## config.mk

```make
export PLATFORM = sky130hd
export DESIGN_NAME = ov7670_sccb_init
export DESIGN_NICKNAME = d
export VERILOG_FILES = /design/src/rtl/ov7670_pkg.sv /design/src/rtl/ov7670_reg_rom.sv /design/src/rtl/ov7670_sccb_init.sv
export SDC_FILE = /design/constraint.sdc
export NUM_CORES = 1
export LEC_CHECK = 0
export CORE_AREA = 2 2 110 112
export DETAILED_ROUTE_END_ITERATION = 8
export DIE_AREA = 0 0 112 114
export PLACE_DENSITY_LB_ADDON = 0.05
export SLEW_MARGIN = 20
export SYNTH_ARGS = -nofsm -noshare
export SYNTH_HDL_FRONTEND = slang
export SYNTH_SLANG_ARGS = --single-unit
```

## constraint.sdc

```tcl
create_clock -name clk -period 2.1 [get_ports clk]
set_input_delay 0.42 -clock clk [delete_from_list [all_inputs] [get_ports clk]]
set_output_delay 0.42 -clock clk [all_outputs]
set_load 0.05 [all_outputs]
```

## src/rtl/ov7670_pkg.sv

```systemverilog
`default_nettype none
// +----------------------------------------------------------------------------+
// | ov7670_pkg                                                                 |
// | Shared definitions for the OV7670 SCCB register-table initialiser: the     |
// | sequencer state enum, the special ROM entry codes, the COM7 soft-reset     |
// | register, and a helper that selects the byte sent in each write phase.     |
// | Revision: 1.0 - initial release                                            |
// +----------------------------------------------------------------------------+
package ov7670_pkg;

  typedef enum logic [3:0] {
    S_IDLE  = 4'd0,
    S_LOAD  = 4'd1,
    S_START = 4'd2,
    S_BYTE  = 4'd3,
    S_XBIT  = 4'd4,
    S_STOP  = 4'd5,
    S_GAP   = 4'd6,
    S_DELAY = 4'd7,
    S_DONE  = 4'd8
  } state_t;

  // ROM entry that ends the table walk.
  localparam logic [15:0] TERM       = 16'hFFFF;
  // ROM entry that inserts a 10 ms bus-silent pause.
  localparam logic [15:0] DELAY      = 16'hF0F0;
  localparam logic [7:0]  COM7_ADDR  = 8'h12;
  localparam logic [7:0]  COM7_RESET = 8'h80;

  // A write transaction has three phases: device address, register, data.
  function automatic logic [7:0] phase_byte(input logic [1:0]  phase,
                                            input logic [7:0]  dev,
                                            input logic [15:0] entry);
    case (phase)
      2'd0:    return dev;
      2'd1:    return entry[15:8];
      default: return entry[7:0];
    endcase
  endfunction

endpackage
`default_nettype wire

```

## src/rtl/ov7670_reg_rom.sv

```systemverilog
`default_nettype none
// +----------------------------------------------------------------------------+
// | ov7670_reg_rom                                                             |
// | Combinational register table: 8-bit index -> {reg_addr, reg_data}.         |
// | ROM_SEL = 0 : RGB444, QVGA 320x240 setup for the frame buffer.             |
// | ROM_SEL = 1 : single write COM7 = 0x04, then terminator.                   |
// | ROM_SEL = 2 : 10 ms pause, write CLKRC = 0x01, then terminator.            |
// | Any index past the end of a table reads as the terminator.                 |
// | Ports: idx  (in, 8)  table index                                           |
// |        data (out,16) table entry                                           |
// | Revision: 1.0 - initial release                                            |
// +----------------------------------------------------------------------------+
module ov7670_reg_rom
  import ov7670_pkg::*;
#(
  parameter int ROM_SEL = 0
) (
  input  logic [7:0]  idx,
  output logic [15:0] data
);

  generate
    if (ROM_SEL == 1) begin : g_rom_single
      always_comb begin
        data = TERM;
        case (idx)
          8'd0:    data = 16'h1204;
          default: data = TERM;
        endcase
      end
    end else if (ROM_SEL == 2) begin : g_rom_delay
      always_comb begin
        data = TERM;
        case (idx)
          8'd0:    data = DELAY;
          8'd1:    data = 16'h1101;
          default: data = TERM;
        endcase
      end
    end else begin : g_rom_qvga_rgb444
      always_comb begin
        data = TERM;
        case (idx)
          8'd0:    data = 16'h1214; // COM7: QVGA, RGB output
          8'd1:    data = 16'h40D0; // COM15: full range, RGB565/444 family
          8'd2:    data = 16'h8C02; // RGB444 enable, xRGB word order
          8'd3:    data = 16'h1101; // CLKRC: prescale /2
          8'd4:    data = 16'h0C04; // COM3: scaling enable
          8'd5:    data = 16'h3E19; // COM14: manual scaling, PCLK /2
          8'd6:    data = 16'h7211; // downsample by 2 in both axes
          8'd7:    data = 16'h73F1; // DSP clock /2
          8'd8:    data = 16'h1716; // HSTART
          8'd9:    data = 16'h1804; // HSTOP
          8'd10:   data = 16'h3224; // HREF edge offsets
          8'd11:   data = 16'h1902; // VSTART
          8'd12:   data = 16'h1A7A; // VSTOP
          8'd13:   data = 16'h030A; // VREF edge offsets
          8'd14:   data = 16'hA202; // scaling PCLK delay
          default: data = TERM;
        endcase
      end
    end
  endgenerate

endmodule
`default_nettype wire

```

## src/rtl/ov7670_sccb_init.sv

```systemverilog
`default_nettype none
// +----------------------------------------------------------------------------+
// | ov7670_sccb_init                                                           |
// | Walks the OV7670 register table and issues one 3-phase SCCB write per      |
// | entry. Each SCCB bit is four quarter-bits; siod only moves while sioc is   |
// | low, except for the START and STOP edges.                                  |
// | Build option: OV7670_SOFT_RESET_EN - each walk is preceded by a write of   |
// | COM7 = 0x80 and a 10 ms pause while reg_idx holds at 0.                    |
// | Ports: clk (in) clock; reset (in) async active-low; start (in) walk pulse  |
// |        sioc (out) SCCB clock; siod_o / siod_oe (out) data and drive enable |
// |        busy, done (out) walk status; reg_idx (out, 8) current ROM index    |
// | Revision: 1.0 - initial release                                            |
// +----------------------------------------------------------------------------+
module ov7670_sccb_init
  import ov7670_pkg::*;
#(
  parameter int unsigned CLK_FREQ  = 100_000_000,
  parameter int unsigned SCCB_FREQ = 100_000,
  parameter logic [7:0]  DEV_ADDR  = 8'h42,
  parameter int          ROM_SEL   = 0
) (
  input  logic       clk,
  input  logic       reset,
  input  logic       start,
  output logic       sioc,
  output logic       siod_o,
  output logic       siod_oe,
  output logic       busy,
  output logic       done,
  output logic [7:0] reg_idx
);

  localparam int unsigned TICK_DIV   = CLK_FREQ / (4 * SCCB_FREQ);
  localparam int unsigned TICK_LAST  = (TICK_DIV > 1) ? TICK_DIV - 1 : 0;
  localparam int unsigned DELAY_CYC  = CLK_FREQ / 100;
  localparam int unsigned DELAY_LAST = (DELAY_CYC > 0) ? DELAY_CYC - 1 : 0;

  // Preamble stage: none, COM7 soft-reset write, post-reset pause.
  localparam logic [1:0] PRE_NONE  = 2'd0;
  localparam logic [1:0] PRE_WRITE = 2'd1;
  localparam logic [1:0] PRE_WAIT  = 2'd2;
`ifdef OV7670_SOFT_RESET_EN
  localparam logic [1:0] PRE_START = PRE_WRITE;
`else
  localparam logic [1:0] PRE_START = PRE_NONE;
`endif

  state_t      state;
  logic [31:0] tick_cnt;
  logic        tick;
  logic [1:0]  quarter;
  logic [2:0]  bit_cnt;
  logic [1:0]  byte_cnt;
  logic [7:0]  shift;
  logic [15:0] entry;
  logic [31:0] delay_cnt;
  logic [1:0]  pre;
  logic [15:0] rom_data;
  logic [15:0] cur_entry;

  ov7670_reg_rom #(.ROM_SEL(ROM_SEL)) u_rom (
    .idx  (reg_idx),
    .data (rom_data)
  );

  // During the preamble the table is bypassed with synthetic entries.
  always_comb begin
    cur_entry = rom_data;
    if (pre == PRE_WRITE)     cur_entry = {COM7_ADDR, COM7_RESET};
    else if (pre == PRE_WAIT) cur_entry = DELAY;
  end

  // Quarter-bit strobe.
  always_ff @(posedge clk or negedge reset) begin
    if (!reset) begin
      tick_cnt <= '0;
      tick     <= 1'b0;
    end else if (tick_cnt == TICK_LAST) begin
      tick_cnt <= '0;
      tick     <= 1'b1;
    end else begin
      tick_cnt <= tick_cnt + 32'd1;
      tick     <= 1'b0;
    end
  end

  // Bus-driving states apply the action for quarter 'quarter' on each tick,
  // so every output level persists for exactly one quarter-bit.
  always_ff @(posedge clk or negedge reset) begin
    if (!reset) begin
      state     <= S_IDLE;
      sioc      <= 1'b1;
      siod_o    <= 1'b1;
      siod_oe   <= 1'b0;
      busy      <= 1'b0;
      done      <= 1'b0;
      reg_idx   <= 8'd0;
      quarter   <= 2'd0;
      bit_cnt   <= 3'd0;
      byte_cnt  <= 2'd0;
      shift     <= 8'd0;
      entry     <= 16'd0;
      delay_cnt <= 32'd0;
      pre       <= PRE_NONE;
    end else begin
      case (state)
        S_IDLE, S_DONE: begin
          if (start) begin
            state   <= S_LOAD;
            reg_idx <= 8'd0;
            done    <= 1'b0;
            busy    <= 1'b1;
            pre     <= PRE_START;
          end
        end

        S_LOAD: begin
          quarter <= 2'd0;
          // Index 255 ends the walk even without a terminator entry.
          if (pre == PRE_NONE && (cur_entry == TERM || reg_idx == 8'hFF)) begin
            state <= S_DONE;
            busy  <= 1'b0;
            done  <= 1'b1;
          end else if (cur_entry == DELAY) begin
            state     <= S_DELAY;
            delay_cnt <= 32'd0;
          end else begin
            state    <= S_START;
            entry    <= cur_entry;
            byte_cnt <= 2'd0;
            bit_cnt  <= 3'd0;
            shift    <= phase_byte(2'd0, DEV_ADDR, cur_entry);
          end
        end

        S_START: if (tick) begin
          quarter <= quarter + 2'd1;
          case (quarter)
            2'd0: begin
              sioc    <= 1'b1;
              siod_oe <= 1'b0;
            end
            2'd1: begin
              siod_o  <= 1'b0;
              siod_oe <= 1'b1;
            end
            default: begin
              sioc    <= 1'b0;
              quarter <= 2'd0;
              state   <= S_BYTE;
            end
          endcase
        end

        // Data moves one quarter after sioc falls so the two never coincide.
        S_BYTE: if (tick) begin
          quarter <= quarter + 2'd1;
          case (quarter)
            2'd0: sioc <= 1'b0;
            2'd1: begin
              siod_o  <= shift[7];
              siod_oe <= 1'b1;
            end
            2'd2: sioc <= 1'b1;
            default: begin
              shift   <= {shift[6:0], 1'b0};
              bit_cnt <= bit_cnt + 3'd1;
              if (bit_cnt == 3'd7) state <= S_XBIT;
            end
          endcase
        end

        S_XBIT: if (tick) begin
          quarter <= quarter + 2'd1;
          case (quarter)
            2'd0: sioc    <= 1'b0;
            2'd1: siod_oe <= 1'b0;
            2'd2: sioc    <= 1'b1;
            default: begin
              if (byte_cnt == 2'd2) begin
                state <= S_STOP;
              end else begin
                byte_cnt <= byte_cnt + 2'd1;
                shift    <= phase_byte(byte_cnt + 2'd1, DEV_ADDR, entry);
                state    <= S_BYTE;
              end
            end
          endcase
        end

        S_STOP: if (tick) begin
          quarter <= quarter + 2'd1;
          case (quarter)
            2'd0: sioc <= 1'b0;
            2'd1: begin
              siod_o  <= 1'b0;
              siod_oe <= 1'b1;
            end
            2'd2: sioc <= 1'b1;
            default: begin
              siod_o  <= 1'b1;
              siod_oe <= 1'b0;
              state   <= S_GAP;
            end
          endcase
        end

        S_GAP: if (tick) begin
          quarter <= quarter + 2'd1;
          if (quarter == 2'd3) begin
            if (pre == PRE_WRITE)     pre     <= PRE_WAIT;
            else if (pre == PRE_WAIT) pre     <= PRE_NONE;
            else                      reg_idx <= reg_idx + 8'd1;
            state <= S_LOAD;
          end
        end

        S_DELAY: begin
          if (delay_cnt == DELAY_LAST) begin
            if (pre == PRE_WRITE)     pre     <= PRE_WAIT;
            else if (pre == PRE_WAIT) pre     <= PRE_NONE;
            else                      reg_idx <= reg_idx + 8'd1;
            state <= S_LOAD;
          end else begin
            delay_cnt <= delay_cnt + 32'd1;
          end
        end

        default: state <= S_IDLE;
      endcase
    end
  end

endmodule
`default_nettype wire

```

Word level (Yosys, flattened, before mapping). Memory sizes are Yosys's and may differ from the RTL's. Index checks and enable logic that the tools add are counted.

Add/subtract/negate cells: 6. Equality and inequality tests: 49. Muxes and demuxes: 89. Bitwise gates (word level): 2. Reduce and logical (&&, ||, !) cells: 35.

Operators by type and width (number): $mux W32 (4); $mux W8 (13); $add A32 B1 Y32 const B (2); $pmux W32 S2 (1); $mux W4 (14); $mux W16 (3); $ne A2 B2 Y1 const B (24); $pmux W8 S3 (2); $eq A16 B16 Y1 const B (2); $eq A32 B20 Y1 const B (1); $eq A32 B8 Y1 const B (1); $pmux W4 S8 (1); $mux W2 (14); $mux W3 (6); $eq A4 B3 Y1 const B (4); $mux W1 (16); $pmux W1 S2 (8); $pmux W8 S2 (1); $reduce_and A5 Y1 (3); $reduce_and A13 Y1 (1); $pmux W2 S3 (2); $reduce_bool A3 Y1 (4); $reduce_bool A2 Y1 (5); $reduce_and A3 Y1 (3); 31 further kinds (46).

Register bits: 115. ROM bits: 256. Input port bits: 3. Output and inout port bits: 13. Word-level logic and storage cells: 198. Memories: 1.

Memory list: (name not given) (depth 16, bits a word 16, rd ports 1, clocked after memory_dff 0, write ports 0, line ov7670_reg_rom.sv:43) `case (idx)`.

Logic depth before layout (Yosys ltp). Gate-level depths: netlist (run 1).

Word-level depth: 9. Gate-level depth with buffers: 9. Depth with buffers taken out: 7.

Modules after synthesis. Synthesis (run 1) repeated with hierarchy kept, for this count alone.

Cell total of the unflattened synthesis: 668. Area, all modules: 6372.4 um2.

Modules (own cells, without submodules): ov7670_sccb_init (times used 1, cells an instance 599, area each 5919.4 um2, seq. area each 2830.2 um2); ov7670_reg_rom (times used 1, cells an instance 69, area each 452.9 um2, seq. area each 0.0 um2).

Worst setup path after synthesis (run 1). No wires, ideal clock.

Path kind: register -> register. Start: register reg_idx[1]. End: register shift[0]. Setup time: 0.125 ns. Data arrival time: 2.491 ns. Required time: 1.975 ns. Path slack: -0.516 ns. Stages on the path, launching flop included: 7. Path buffers: 0. Period minus slack after synthesis: 2.616 ns. Cell sequence: dfrtp_1 > inv_1 > ha_1 > nand4b_1 > o21ai_2 > a311oi_4 > mux2_4.

Cells in the longest elaborated chain, start to end: 9. Elaborated cells between the ends (all ways): 12. Those cells by class: eq/ne (5); mux (3); reduce/logical (3); memory (1).

RTL lines: from (decl) (line ov7670_sccb_init.sv:30) `output logic [7:0] reg_idx`; from (signal assigned) (line ov7670_sccb_init.sv:213) `else reg_idx <= reg_idx + 8'd1;`; from (signal assigned) (line ov7670_sccb_init.sv:222) `else reg_idx <= reg_idx + 8'd1;`; $mem_v2 Z16 W16; $mux W16 (line ov7670_reg_rom.sv:43); $mux W16 (line ov7670_sccb_init.sv:70) `else if (pre == PRE_WAIT) cur_entry = DELAY;`; $mux W16 (line ov7670_sccb_init.sv:69) `if (pre == PRE_WRITE) cur_entry = {COM7_ADDR, COM7_RESET};`; $eq A16 B16 Y1 (line ov7670_sccb_init.sv:120) `if (pre == PRE_NONE && (cur_entry == TERM || reg_idx == 8'hFF)) begin`; $logic_or A1 B1 Y1 (line ov7670_sccb_init.sv:120); $logic_and A1 B1 Y1 (line ov7670_sccb_init.sv:120); $ne A2 B2 Y1 (no line); $reduce_and A8 Y1 (no line) (*); to (signal assigned) (line ov7670_sccb_init.sv:132) `shift <= phase_byte(2'd0, DEV_ADDR, cur_entry);`; to (signal assigned) (line ov7670_sccb_init.sv:166) `shift <= {shift[6:0], 1'b0};`; to (signal assigned) (line ov7670_sccb_init.sv:184) `shift <= phase_byte(byte_cnt + 2'd1, DEV_ADDR, entry);`; to (decl) (line ov7670_sccb_init.sv:54) `logic [7:0] shift;`.

Mark *: on every way between the ends. The rest lies on a longest branch, timed or not. A chain may end at the register's enable or synchronous reset.

Final worst setup path (run 1).
Start: register quarter[0]. End: register shift[4].

Cells in the longest elaborated chain, start to end: 4. Elaborated cells between the ends (all ways): 7. Those cells by class: eq/ne (4); reduce/logical (3).

RTL lines: from (decl) (line ov7670_sccb_init.sv:51) `logic [1:0] quarter;`; from (signal assigned) (line ov7670_sccb_init.sv:137) `quarter <= quarter + 2'd1;`; from (signal assigned) (line ov7670_sccb_init.sv:157) `quarter <= quarter + 2'd1;`; from (signal assigned) (line ov7670_sccb_init.sv:174) `quarter <= quarter + 2'd1;`; $eq A2 B2 Y1 (tied with other cells) (line ov7670_sccb_init.sv:158, ov7670_sccb_init.sv:175); $reduce_or A3 Y1 (no line) (*); $ne A2 B2 Y1 (no line); $reduce_and A8 Y1 (no line) (*).

Marked as above.

==> results of run 1 <==
[cell type report]
cell class	instances	area [sq um]
clock buffer	21	470
clock inverter	10	110
fill	939	3980
inverter	28	110
multi-input combinational	487	3320
sequential	113	2840
tap	147	184
timing repair buffer	80	706
[repair_timing]
action                                 CTS  global route
hold buffers                             1             0
pin swaps                                0             3
setup buffers                            0             1
endpoints found under the hold margin   23             0
setup endpoints to repair                9            37
resized for setup                        2             9
[layer usage]
metal / track usage / wire length (um) / vias to the layer above
li1: - / - / 2498
met1: 0.317 / 6610 / 2517
met2: 0.398 / 7180 / 96
met3: 0.0627 / 479 / 18
met4: 0.0854 / 189 / 0
met5: 0 / 0 / -
[cell families (layout without fill, tap and decap cells)]
group / count (synthesis) / in the layout
compound gates: 123 / 123
simple gates: 264 / 264
xor+xnor: 62 / 62
buf+inv: 53 / 139
mux: 18 / 18
fa+ha+maj: 20 / 20
flops: 113 / 113
[cells in the mapped netlist (all sizes together), types with 10 or more instances]
library cell / count / area share
a21oi: 30 / 0.024
and3: 12 / 0.013
clkbuf: 17 / 0.010
dfrtp: 111 / 0.44
ha: 20 / 0.040
inv: 26 / 0.015
mux2i: 11 / 0.017
nand2: 66 / 0.039
nand2b: 10 / 0.0099
nand3: 42 / 0.034
nand4: 22 / 0.022
nor2: 45 / 0.027
nor4: 16 / 0.025
o21ai: 47 / 0.039
xnor2: 52 / 0.072
xor2: 10 / 0.014
[power groups by stage]
stage	clock [W]	sequential [W]	combinational (W)
after global routing	0.00298	0.00286	0.00410
after CTS	0.00287	0.00281	0.00366
final	0.00281	0.00282	0.00371
after global placement	0	0.00284	0.00353
after floorplan	0	0.00295	0.00218
after detailed placement	0	0.00284	0.00363
[metrics by stage]
stage	std cells	area, sq um	hold WS [ns]	setup TNS [ns]
5_1_grt	886	7740	0.497	-0.0154
3_5_place_dp	853	7100	0.374	-0.782
6_report	886	7740	0.473	0
4_1_cts	885	7690	0.474	0
2_1_floorplan	653	6340	0.124	0
3_3_place_gp	853	7100	0.377	-0.583
[sequential cells by signal (all words and copies together), names as in the netlist, 2 cells and up]
name       flops
delay_cnt     32
entry         16
state          4
tick_cnt      32
byte_cnt       2
reg_idx        8
bit_cnt        3
quarter        2
shift          8
[worst paths after layout]
path / depth (start not counted) / slack (ns) / end
min reg2reg: 1 / 0.47 / tick_cnt[31]
max reg2reg: 8 / 0.07 / shift[4]
max: 8 / 0.07 / shift[4]
max in group asynchronous: 3 / 0.98 / state[1]
min in group asynchronous: 2 / 0.48 / shift[3]
min: 1 / 0.47 / tick_cnt[31]
==> summary.md, run 1 <==
| Metric | Value |
|---|---|
| Yosys reg bits | 113 |
| RePlAce Congestion | 0.878 |
| Reg-to-Reg Start | quarter[0] |
| N_diodes | 0 |
| P_int | 0.00594 W |
| Synth-to-layout area growth | 22.8% |
| Synth async-reset ratio | 1.00 |
| Largest net degree at the start of global routing | 36 |
| Syn_nets | 676 |
| Most frequent cells in the layout | dfrtp_1, nand2_1, buf_4, xnor2_1, nor2_1 |
| Worst Path Arrival | 2.36 ns |
| Buf/Inv on CP | 2 |
| Initial Utilization | 0.538 |
| Slowest stage delay, CP | 0.43 ns |
| Most used DFF post-synth | dfrtp_1 |
| Tot Pwr | 0.00934 W |
| TritonCTS clock tree | done |
| Crit path kind | reg2reg |
| Max clock buf depth | 2 |
| Sequential share of power | 0.301 |
| Crit path launch type | flop |
| Worst skew pair latency | 0.41 ns |
| Most common cell after layout, fill and taps aside | dfrtp_1 |
| Peak supply drop | 933 uV |
| Vias in the first global route | 5,236 |
| Tcrit/Tclk final | 0.967 |
| Core area | 0.0117 sq mm |
| Synthesized area | 0.00630 sq mm |
| Max Transition Viols Final | 0 |
| Largest family of logic cells by synthesized area | simple AND/OR/NAND/NOR gates |
| Post-synthesis adder-cell area fraction | 0.0397 |
| Clock transition at path regs | 0.05 ns |
| XOR/XNOR Fraction of Synth Area | 0.0862 |
| Slowest cell on the critical path | dfrtp_1 |
| Syn Area/Cell | 9.65 sq um |
| Worst hold path class | reg2reg |
| Clk sinks | 113 |
| Die footprint | 0.0128 sq mm |
| Fmax | 492 MHz |
| Clock Skews | 0.00954 ns |
| Clk pwr share | 0.301 |
| # Max-Cap Violations | 0 |
| Worst path required time | 2.43 ns |
| Overall Global Routing Usage | 0.243 |
| # H-tree levels | 4 |
| Root buf cell | clkbuf_16 |
| Cts bufs inserted | 17 |
| DR iter-0 viols | 341 |
| Final setup margin | 0.0685 ns |
| Synth unique cells | 68 |
| Synth Area in Compound Gates | 0.127 |
| Pre-CTS setup slack | -0.175 ns |
| Vias | 5,129 |
| Nets | 750 |
| Initial antenna violation count | 0 |
| Core Util, Final | 0.661 |
| Number of synthesized flops with an enable pin | 0 |
| Worst-path cell chain | ha_1 > nand2_1 > a21oi_2 > a21oi_1 > a311oi_4 > buf_6 > buf_4 > mux2i_1 |
| Port-buffer cells | 15 |
| Final ANT Viol Nets | 0 |
| Residual DRC | 0 |
| Row cnt | 40 |
| Synth Area in Simple Gates | 0.232 |
| Switching Power | 0.00340 W |
| Worst-path fanout max | 5 |
| Endpoints failing setup | 0 |
| Crit. Startpoint | quarter[0] |
| Die height | 114 um |
| Portion of netlist area occupied by mux cells | 0.0318 |
| Final hold vios | 0 |
| Die X-Extent | 112 um |
| Congestion Overflow GR | 0 |
| Max_slew headroom | 0.666 |
| Routed wire per std cell | 16.3 um |
| Crit. End Element | flop |
| First-pass GRT wire length | 25,000 um |
| Share of cells above drive strength 1 | 0.187 |
| Boundary pin count | 16 |
| Warnings from Yosys | 0 |
| LEAKAGE | 3.39 nW |
| Detailed placer's ending HPWL | 10,400 um |
| Minimum clock period | 2.03 ns |
| Post-Synthesis Cells | 653 |
| Combinational cell fraction of total power | 0.397 |
| Sequential fraction of the synthesis area | 0.449 |
| Sw Ratio | 0.364 |
| Final wirelength | 14,500 um |
| Measured slew at the worst slew-check pin | 0.500 ns |
| Top Family by Delay on Critical Path | compound AO/OA/AOI/OAI gates |
| DR pass1 iterations | 5 |
| Hold_sp | tick_cnt[31] |
| P per Cell Area | 1210 mW/mm^2 |
| Via density | 5.79 |
| Outcome | finished clean |
Note: power is estimated with default switching activity, not from simulation.
==> inputs of run 2 (changes only) <==
CORE_AREA = 2 2 129 131   (was 2 2 110 112)
DIE_AREA = 0 0 131 133   (was 0 0 112 114)
SETUP_SLACK_MARGIN = 0.15   (was not set)
==> summary.md, run 2 (synthesis results as in run 1) <==
| Metric | Value |
|---|---|
| DR iter-0 viols | 345 |
| Die footprint | 0.0174 sq mm |
| Worst-path fanout max | 5 |
| Clock Skews | 0.0101 ns |
| DR pass1 iterations | 4 |
| Measured slew at the worst slew-check pin | 0.495 ns |
| RSZ-0062 raised after global routing | true |
| Fmax | 496 MHz |
| Pre-CTS setup slack | -0.179 ns |
| Die height | 133 um |
| Crit. End Element | flop |
| Clock transition at path regs | 0.05 ns |
| Endpoints failing setup | 0 |
| Row cnt | 47 |
| Share of cells above drive strength 1 | 0.301 |
| Max clock buf depth | 2 |
| Cts bufs inserted | 17 |
| Synth-to-layout area growth | 35.0% |
| Crit path kind | reg2reg |
| Hold WS | 0.468 ns |
| LEAKAGE | 3.67 nW |
| Max Transition Viols Final | 0 |
| Overall Global Routing Usage | 0.193 |
| Sequential share of power | 0.276 |
| Combinational cell fraction of total power | 0.426 |
| N_diodes | 0 |
| Max_slew headroom | 0.671 |
| Worst path required time | 2.40 ns |
| Largest net degree at the start of global routing | 40 |
| # Max-Cap Violations | 0 |
| Vias in the first global route | 5,235 |
| Detailed placer's ending HPWL | 10,900 um |
| Vias | 5,232 |
| P per Cell Area | 1210 mW/mm^2 |
| Residual DRC | 0 |
| Final hold vios | 0 |
| Root buf cell | clkbuf_16 |
| Clk pwr share | 0.299 |
| Layout Cells excl Fill | 990 |
| First-pass GRT wire length | 26,300 um |
| Final setup margin | 0.0824 ns |
| Boundary pin count | 16 |
| RePlAce Congestion | 0.839 |
| TritonCTS clock tree | done |
| Routed wire per std cell | 16.3 um |
| Clk sinks | 113 |
| Initial Utilization | 0.390 |
| Worst hold path class | reg2reg |
| Outcome | finished clean |
| Congestion Overflow GR | 0 |
| Tcrit/Tclk final | 0.961 |
| Nets | 782 |
| Initial antenna violation count | 0 |
| Core Util, Final | 0.526 |
| Most common cell after layout, fill and taps aside | dfrtp_1 |
| Most frequent cells in the layout | dfrtp_1, buf_4, nand2_1, xnor2_1, nor2_1 |
| Worst Path Arrival | 2.32 ns |
| Port-buffer cells | 15 |
| Sw Ratio | 0.359 |
| Die X-Extent | 131 um |
| Final ANT Viol Nets | 0 |
| Worst skew pair latency | 0.42 ns |
| P_int | 0.00661 W |
| Minimum clock period | 2.02 ns |
| Peak supply drop | 645 uV |
| # H-tree levels | 4 |
| Crit path launch type | flop |
| Core area | 0.0162 sq mm |
| Final wirelength | 16,200 um |
| Placed cell count | 928 |
| Switching Power | 0.00370 W |
| Regs by FF count | delay_cnt: 32 flops, tick_cnt: 32 flops, entry: 16 flops |
| Via density | 5.28 |
-- run 2: changes by cell type in the layout (fill, tap and decap cells not counted), moves of 4 or more --
| cell | delta |
|---|---|
| nand2_2 | +11 |
| dfrtp_1 | -6 |
| buf_6 | +8 |
| nand3_1 | -10 |
| dfrtp_2 | +6 |
| o21ai_1 | -10 |
| buf_4 | +19 |
| nand3_2 | +7 |
| nand2_4 | +4 |
| nand2_1 | -15 |
| o21ai_2 | +9 |
-- run 2: area by class of cell --
| cell class | count | area [sq um] |
|---|---|---|
| clock buffers | 21 | 470 |
| clock inverters | 9 | 155 |
| fillers | 1431 | 7670 |
| inverters | 28 | 110 |
| multi-input cells | 488 | 3640 |
| flip-flops and latches | 113 | 2850 |
| well taps | 220 | 275 |
| repair buffers | 111 | 1010 |
-- run 2: worst paths after layout --
kind	from	endpoint	slack, ns	depth (start not counted)
setup / recovery	reg_idx[1]	state[1]	0.08	8
hold / removal	tick_cnt[31]	tick_cnt[31]	0.47	1
setup reg to reg	reg_idx[1]	state[1]	0.08	8
hold reg to reg	tick_cnt[31]	tick_cnt[31]	0.47	1
max in group asynchronous	reset	reg_idx[1]	0.98	3
min in group asynchronous	reset	shift[3]	0.50	2
-- run 2: through the flow --
stage / setup TNS, ns / power (W) / area, sq um
after global placement: -0.549 / 0.00639 / 7180
after CTS: 0 / 0.00985 / 8010
after floorplan: 0 / 0.00517 / 6390
after global routing: 0 / 0.0110 / 8500
final: 0 / 0.0103 / 8500
after detailed placement: -0.855 / 0.00644 / 7180
-- run 2: power by group through the flow --
stage	Clock (W)	Combinational [W]	Sequential, W
finish	0.00308	0.00439	0.00284
global route	0.00325	0.00484	0.00289
CTS	0.00314	0.00390	0.00281
detailed placement	0	0.00360	0.00284
global placement	0	0.00356	0.00283
floorplan	0	0.00222	0.00295
-- run 2: timing repair --
item / CTS / global route
pin swaps: 7 / 39
setup endpoints to repair: 57 / 69
hold buffers: 1 / 0
hold endpoints to repair: 26 / 0
setup buffers: 12 / 13
cloned: 2 / 4
resized for setup: 30 / 70
-- run 2: per-layer routing --
layer | global-route usage | wire length, um | vias to the layer above
met3 | 0.0437 | 404 | 15
met5 | 0 | 0 | -
met1 | 0.253 | 7350 | 2577
met4 | 0.0632 | 244 | 0
li1 | - | - | 2570
met2 | 0.315 | 8170 | 70
-- run 2: critical path, cell delays in order (launching register included) --
cell and delay [ns]:
dfrtp_4 0.52, inv_4 0.08, ha_4 0.19, nand4b_1 0.24, o21ai_4 0.28, buf_4 0.16
o31ai_2 0.06, nor4b_1 0.16, a211o_1 0.23
